File: src/rtl/btn_pkg.sv
// ============================================================
// Package : btn_pkg
// Desc    : shared types and helpers for the button conditioner
// Rev     : 1.0  initial release
// ============================================================
`default_nettype none

package btn_pkg;

    typedef enum logic [1:0] {
        IDLE      = 2'd0,
        HOLD_WAIT = 2'd1,
        REPEAT    = 2'd2,
        HELD      = 2'd3
    } chan_state_t;

    // Bits needed to hold the values 0..max_val inclusive (minimum 1).
    function automatic int cnt_width(input int max_val);
        if (max_val < 1) begin
            return 1;
        end
        return $clog2(max_val + 1);
    endfunction

endpackage

`default_nettype wire

File: src/rtl/btn_channel.sv
// ============================================================
// Module : btn_channel
// Desc   : synchronizer, debouncer and press/repeat FSM for one button
// Rev    : 1.0  initial release
// ============================================================
`default_nettype none

module btn_channel
    import btn_pkg::*;
#(
    parameter int DBNC_CNT_MAX = 1000,
    parameter int RPT_DELAY    = 0,
    parameter int RPT_PERIOD   = 1000
) (
    input  logic clk,
    input  logic rst,
    input  logic raw,
    output logic pulse,
    output logic level
);

    localparam int c_dbnc_w  = cnt_width(DBNC_CNT_MAX);
    localparam int c_tmr_max = (RPT_DELAY > RPT_PERIOD) ? RPT_DELAY : RPT_PERIOD;
    localparam int c_tmr_w   = cnt_width(c_tmr_max);

    localparam logic [c_dbnc_w-1:0] c_dbnc_max  = c_dbnc_w'(DBNC_CNT_MAX);
    localparam logic [c_tmr_w-1:0]  c_delay_end = c_tmr_w'((RPT_DELAY > 0) ? RPT_DELAY - 1 : 0);
    localparam logic [c_tmr_w-1:0]  c_per_end   = c_tmr_w'((RPT_PERIOD > 0) ? RPT_PERIOD - 1 : 0);

    logic [1:0]          r_sync;
    logic                r_deb;
    logic [c_dbnc_w-1:0] r_dcnt;
    chan_state_t         r_state;
    chan_state_t         w_state_next;
    logic [c_tmr_w-1:0]  r_tmr;
    logic [c_tmr_w-1:0]  w_tmr_next;

    logic w_synced;
    logic w_dbnc_done;
    logic w_rise;
    logic w_fall;

    assign w_synced    = r_sync[1];
    assign w_dbnc_done = (w_synced != r_deb) && (r_dcnt == c_dbnc_max);
    assign w_rise      = w_dbnc_done & ~r_deb;
    assign w_fall      = w_dbnc_done & r_deb;

    // Level as it will be after this edge, so the top can register chord and
    // pulses in the same cycle the debounced level changes.
    assign level = r_deb ^ w_dbnc_done;

    always_ff @(posedge clk) begin
        if (rst) begin
            r_sync  <= 2'b00;
            r_deb   <= 1'b0;
            r_dcnt  <= '0;
            r_state <= IDLE;
            r_tmr   <= '0;
        end else begin
            r_sync  <= {r_sync[0], raw};
            if (w_synced == r_deb) begin
                r_dcnt <= '0;
            end else if (w_dbnc_done) begin
                r_deb  <= ~r_deb;
                r_dcnt <= '0;
            end else begin
                r_dcnt <= r_dcnt + 1'b1;
            end
            r_state <= w_state_next;
            r_tmr   <= w_tmr_next;
        end
    end

    always_comb begin
        w_state_next = r_state;
        w_tmr_next   = r_tmr;
        pulse        = 1'b0;
        // A release always wins over a repeat falling due in the same cycle.
        if (w_fall) begin
            w_state_next = IDLE;
            w_tmr_next   = '0;
        end else begin
            case (r_state)
                IDLE: begin
                    w_tmr_next = '0;
                    if (w_rise) begin
                        pulse        = 1'b1;
                        w_state_next = (RPT_DELAY > 0) ? HOLD_WAIT : HELD;
                    end
                end
                HOLD_WAIT: begin
                    if (r_tmr == c_delay_end) begin
                        pulse        = 1'b1;
                        w_tmr_next   = '0;
                        w_state_next = REPEAT;
                    end else begin
                        w_tmr_next = r_tmr + 1'b1;
                    end
                end
                REPEAT: begin
                    if (r_tmr == c_per_end) begin
                        pulse      = 1'b1;
                        w_tmr_next = '0;
                    end else begin
                        w_tmr_next = r_tmr + 1'b1;
                    end
                end
                HELD: begin
                    w_tmr_next = '0;
                end
                default: begin
                    w_state_next = IDLE;
                    w_tmr_next   = '0;
                end
            endcase
        end
    end

endmodule

`default_nettype wire

File: src/rtl/btn_conditioner.sv
// ============================================================
// Module : btn_conditioner
// Desc   : two button channels, chord suppression, registered outputs
// Rev    : 1.0  initial release
// ============================================================
`default_nettype none

module btn_conditioner
    import btn_pkg::*;
#(
    parameter int DBNC_CNT_MAX = 1000,
    parameter int RPT_DELAY    = 0,
    parameter int RPT_PERIOD   = 1000
) (
    input  logic clk,
    input  logic rst,
    input  logic btn_up_raw,
    input  logic btn_dn_raw,
    output logic incr_duty,
    output logic decr_duty,
    output logic chord
);

    logic w_up_pulse;
    logic w_up_level;
    logic w_dn_pulse;
    logic w_dn_level;
    logic w_chord_next;

    btn_channel #(
        .DBNC_CNT_MAX (DBNC_CNT_MAX),
        .RPT_DELAY    (RPT_DELAY),
        .RPT_PERIOD   (RPT_PERIOD)
    ) u_up (
        .clk   (clk),
        .rst   (rst),
        .raw   (btn_up_raw),
        .pulse (w_up_pulse),
        .level (w_up_level)
    );

    btn_channel #(
        .DBNC_CNT_MAX (DBNC_CNT_MAX),
        .RPT_DELAY    (RPT_DELAY),
        .RPT_PERIOD   (RPT_PERIOD)
    ) u_dn (
        .clk   (clk),
        .rst   (rst),
        .raw   (btn_dn_raw),
        .pulse (w_dn_pulse),
        .level (w_dn_level)
    );

    // Masking uses the chord value registered alongside the pulses so that
    // both outputs are zero in exactly the cycles chord is high.
    assign w_chord_next = w_up_level & w_dn_level;

    always_ff @(posedge clk) begin
        if (rst) begin
            chord     <= 1'b0;
            incr_duty <= 1'b0;
            decr_duty <= 1'b0;
        end else begin
            chord     <= w_chord_next;
            incr_duty <= w_up_pulse & ~w_chord_next;
            decr_duty <= w_dn_pulse & ~w_chord_next;
        end
    end

endmodule

`default_nettype wire
File: config.mk
export PLATFORM = sky130hd
export DESIGN_NAME = btn_conditioner
export DESIGN_NICKNAME = d
export VERILOG_FILES = /design/src/rtl/btn_pkg.sv /design/src/rtl/btn_channel.sv /design/src/rtl/btn_conditioner.sv
export SDC_FILE = /design/constraint.sdc
export NUM_CORES = 1
export LEC_CHECK = 0
export ABC_AREA = 1
export BUFFER_PORTS_ARGS = -buffer_cell sky130_fd_sc_hd__buf_2
export CAP_MARGIN = 20
export CORE_UTILIZATION = 55
export CTS_CLUSTER_DIAMETER = 40
export DETAILED_ROUTE_END_ITERATION = 8
export MAX_ROUTING_LAYER = met4
export PLACE_DENSITY = 0.74
export SKIP_CTS_REPAIR_TIMING = 1
export SYNTH_ARGS = -nofsm -noshare
export SYNTH_HDL_FRONTEND = slang
export SYNTH_SLANG_ARGS = --single-unit
File: constraint.sdc
create_clock -name clk -period 1.35 [get_ports clk]
set_clock_uncertainty 0.05 [all_clocks]
set_input_delay 0.405 -clock clk [delete_from_list [all_inputs] [get_ports clk]]
set_output_delay 0.405 -clock clk [all_outputs]
set_load 0.005 [all_outputs]
## Word level (Yosys, flattened, before mapping)

Index checks and enable logic that the tools add are counted.

| operators by class | value |
|---|---|
| bitwise gates (word level) | 14 |
| reductions and logical operators | 18 |
| add/sub/neg operators | 4 |
| equality and inequality tests | 18 |
| mux-type cells | 22 |

Operators by type and width:

| cell | number |
|---|---|
| $pmux W10 S3 | 2 |
| $add A10 B1 Y10 const B | 4 |
| $eq A10 B10 Y1 const B | 4 |
| $mux W10 | 4 |
| $logic_not A10 Y1 | 2 |
| $eq A2 B2 Y1 const B | 4 |
| $mux W1 | 8 |
| $mux W2 | 4 |
| $ne A2 B1 Y1 const B | 4 |
| $pmux W2 S2 | 2 |
| $reduce_or A2 Y1 | 4 |
| $and A1 B1 Y1 | 7 |
| $pmux W1 S3 | 2 |
| $reduce_and A3 Y1 | 2 |
| $reduce_or A3 Y1 | 2 |
| $not A1 Y1 | 5 |
| $eq A2 B1 Y1 const B | 2 |
| $logic_not A2 Y1 | 2 |
| $reduce_and A2 Y1 | 2 |
| $reduce_bool A2 Y1 | 2 |
| $eq A1 B1 Y1 | 2 |
| $logic_and A1 B1 Y1 | 2 |
| $ne A1 B1 Y1 | 2 |
| $xor A1 B1 Y1 | 2 |

| storage, ports and cells | value |
|---|---|
| output and inout port bits | 3 |
| register bits | 53 |

## Longest topological paths before layout

| logic depth | value |
|---|---|
| depth after elaboration | 7 |
| depth in mapped cells | 11 |
| gate-level depth less buffers | 11 |

## Cells and area by module

Synthesis repeated with hierarchy kept, for this count alone.

| unflattened totals | value |
|---|---|
| cell total of the unflattened synthesis | 385 |
| area, all modules | 2695.1 µm² |

By module, submodules not included:

| module | area each (µm²) | times used | seq. area each (µm²) | cells each |
|---|---|---|---|---|
| btn_channel (u_up) | 1351.3 | 1 | 500.5 | 199 |
| btn_channel (u_dn) | 1253.7 | 1 | 500.5 | 175 |
| btn_conditioner | 90.1 | 1 | 60.1 | 11 |

## Worst setup path before layout

OpenSTA, ideal clock, no wires.

| path | value |
|---|---|
| path type | register to register |
| start | reg u_up.r_dcnt[0] |
| end | reg u_up.r_tmr[6] |
| slack | 0.005 ns |
| cell stages (with the launch flop) | 10 |
| library setup time | 0.119 ns |
| arrival time | 1.176 ns |
| buffers on the path | 0 |
| cell sequence | dfxtp_1 inv_1 ha_1 nand2_1 nor2_1 nand3_4 nand2_2 nand2_4 nand2_4 nor2_2 |

| on the way | value |
|---|---|
| longest elaborated chain between the ends | 4 |

Ends and longest elaborated chain:

| element | line | RTL |
|---|---|---|
| start: declaration | btn_channel.sv:32 | `logic [c_dbnc_w-1:0] r_dcnt;` |
| start signal: assignment | btn_channel.sv:67 | `r_dcnt <= r_dcnt + 1'b1;` |
| $eq A10 B10 Y1 | btn_channel.sv:44 | `assign w_dbnc_done = (w_synced != r_deb) && (r_dcnt == c_dbnc_max);` |
| $logic_and A1 B1 Y1 | btn_channel.sv:44 |  |
| $and A1 B1 Y1 | btn_channel.sv:46 | `assign w_fall = w_dbnc_done & r_deb;` |
| $reduce_or A2 Y1 (no source line) | n/a |  |
| end signal: assignment | btn_channel.sv:70 | `r_tmr <= w_tmr_next;` |
| end: declaration | btn_channel.sv:35 | `logic [c_tmr_w-1:0] r_tmr;` |

No other way between the ends.
A chain may end at the register's enable or synchronous reset.

## Worst setup path in the final report

| path | value |
|---|---|
| start | reg u_up.r_dcnt[1] |
| end | reg u_up.r_tmr[0] |

The elaborated chain is that of the path after synthesis.

==> metrics.txt <==
status=finished, violations left; failing checks=negative setup slack; share of cells above drive strength 1=0.394; Synth area leaders=dfxtp_1 40%, nand2_1 8.8%, inv_1 7.1%; total grt overflow=0; fin nets=407; Vias/cell=4.94; Max IR drop VDD=0.000746 V; met1 usage=0.244; Synth Flop Type=dfxtp_1; vias post-DR=2211; Placer Congestion=0.767; IO Count=7; Worst slew margin=0.836; Post-DP Area=2900 um^2; TritonCTS clock tree=built; post-synthesis sequential area ratio=0.402; worst r2r path cells=9; Synth Net Count=363; syn_area_per_cell=7.52 um^2; CTS root buf=clkbuf_8; Worst path depth=9; number of clock sinks=53; fin crit share=1.01; fin crit period=1.37 ns; diode count=0; DRC violations left=0; leakage=1.37 nW; H-tree levels=2; post-synthesis register bit count=53; number of global-route vias before repair=1886; Post-synth EDFFs=0; core area=4470 um^2; Post-Synthesis Cells=351; RSZ-0062 raised after global routing=yes; final hold violations=0; worst-margin pin slew=0.245 ns; Critical-path top delay cell=dfxtp_2; Antenna Nets Post-Route=0; Max-cap violations=0; Finished Core Util=0.745; routed len/inst=11.2 um; Max Freq=731 MHz; cell taking the most area after synthesis=dfxtp_1; PD cells=785 nW/um^2; Async SR Flop Fraction=0; Post-Layout Inst Area=3330 um^2; # rows=24; Max stage delay on crit path=0.34 ns; Ys Warns=0; CTS max path bufs=2; Final Setup Violations=11; Hold Path Depth=3; clock-pin slew on the worst setup and hold paths=0.09 ns; Required @ worst endpoint=1.50 ns; Initial Util=0.590; M3 GR Usage=0.0450; Die Y=71.3 um; CP most frequent cell=nand2_4; total track usage=0.190; Hold Path Class=in -> reg; Crit Path Class=reg -> reg; initial drt markers=80; clock latency at the later pin of the worst-skew pair=0.30 ns; Worst Setup End Kind=flip-flop; global-route wire length before repair=7560 um; Die Area=5080 um^2; area grow syn2layout=26.3%; gr busiest metal=met2; Max Slew Vio Count=0; CP bufs+invs=1; critical path's top delay family=simple AND/OR/NAND/NOR gates; Worst setup SP type=flip-flop; Die W=71.3 um; post-detail-place hpwl=3140 um; WL final=5020 um; First-pass DRT Iterations=4; most common cell in the netlist=nand2_1; number of library cell types mapped by synthesis=33; mapped cell area=2640 um^2; Critical Path, Cell by Cell=inv_2 > ha_4 > nand2_4 > nor2_4 > nand3_4 > nand2_2 > nand2_4 > nand2_8 > nor2_2; CP arrival=1.52 ns; most instantiated cells after synthesis=62 x nand2_1, 53 x dfxtp_1, 50 x inv_1; PortBufs=6; M2 GR Usage=0.292; post-synth top area share=0.402; antenna violations before repair=0; Final WS setup=-0.0183 ns; pin count of the biggest net entering global routing=16; fill count=334; number of CTS-inserted buffers=5; Worst Path Max Fanout=8
cells by family (layout without fill, tap and decap cells):
| family | count (synthesis) | in the layout | synth area share |
|---|---|---|---|
| AND/OR/NAND/NOR | 198 | 199 | 0.387 |
| flip-flops | 53 | 53 | 0.402 |
| adder cells (fa/ha/maj) | 8 | 8 | 0.0379 |
| buffers and inverters | 57 | 101 | 0.0825 |
| AO/OA/AOI/OAI | 20 | 20 | 0.0412 |
| XOR/XNOR | 15 | 15 | 0.0498 |
path summary, 6_finish.rpt:
path                                  endpoint  slack, ns      startpoint
worst min register to register  u_dn.r_sync[1]       0.36  u_dn.r_sync[0]
worst min-delay path            u_dn.r_sync[0]       0.25      btn_dn_raw
worst max-delay path             u_up.r_tmr[0]      -0.02  u_up.r_dcnt[1]
worst max register to register   u_up.r_tmr[0]      -0.02  u_up.r_dcnt[1]
stage by stage:
| stage | worst slack (ns) | std cells | TNS (ns) | power (W) | hold WS (ns) |
|---|---|---|---|---|---|
| 2_1_floorplan | 0.00526 | 351 | 0 | 0.00165 | 0.338 |
| 3_3_place_gp | -0.0201 | 431 | -0.185 | 0.00166 | 0.340 |
| 3_5_place_dp | -0.0566 | 431 | -0.832 | 0.00166 | 0.344 |
| 4_1_cts | -0.0824 | 439 | -1.21 | 0.00262 | 0.239 |
| 5_1_grt | -0.112 | 448 | -2.56 | 0.00272 | 0.238 |
| 6_report | -0.0183 | 448 | -0.107 | 0.00262 | 0.245 |
worst min-delay path, stage by stage:
cell and delay, ns:
buf_2 0.07, inv_1 0.03, nor2_1 0.06
power by group:
| part | internal (W) | leakage, nW | total, W | switching, W |
|---|---|---|---|---|
| Sequential | 0.00157 | 0.435 | 0.00157 | 0.00000458 |
| Clock | 0.000465 | 0.0542 | 0.000969 | 0.000505 |
| Combinational | 0.0000278 | 0.878 | 0.0000746 | 0.0000467 |
layer usage:
layer | routed length (um) | vias up
li1 | - | 1173
met1 | 2450 | 1009
met3 | 131 | 4
met4 | 50 | 0
met5 | 0 | -
met2 | 2390 | 25
area by class of cell:
cell class                      count  area (um^2)  area share
Timing Repair Buffer               37          270      0.0811
Multi-Input combinational cell    242         1600       0.481
Tap cell                           52         65.1      0.0195
Inverter                           56          213      0.0638
Sequential cell                    53         1080       0.324
Clock inverter                      1         5.00     0.00150
Clock buffer                        7         96.3      0.0289
state kept, by name, summed over array words and instances (netlist names):
signal        count
u_dn.r_dcnt      10
u_dn.r_tmr       10
u_up.r_dcnt      10
u_up.r_tmr       10
u_dn.r_state      2
u_dn.r_sync       2
u_up.r_state      2
u_up.r_sync       2
chord             1
decr_duty         1
incr_duty         1
u_dn.r_deb        1
u_up.r_deb        1
placed cells by master (no fill, tap or decap), types with 8 or more instances in the layout:
master	n
nand2_1	49
inv_1	45
dfxtp_1	39
nor2_1	37
buf_4	29
nor2_2	28
nand2_2	19
nand3_1	14
dfxtp_2	13
inv_2	10
nor2_4	10
nand2_4	9
nand4_1	9
xor2_1	8
a21oi_1	8
(Power assumes the default switching activity.)
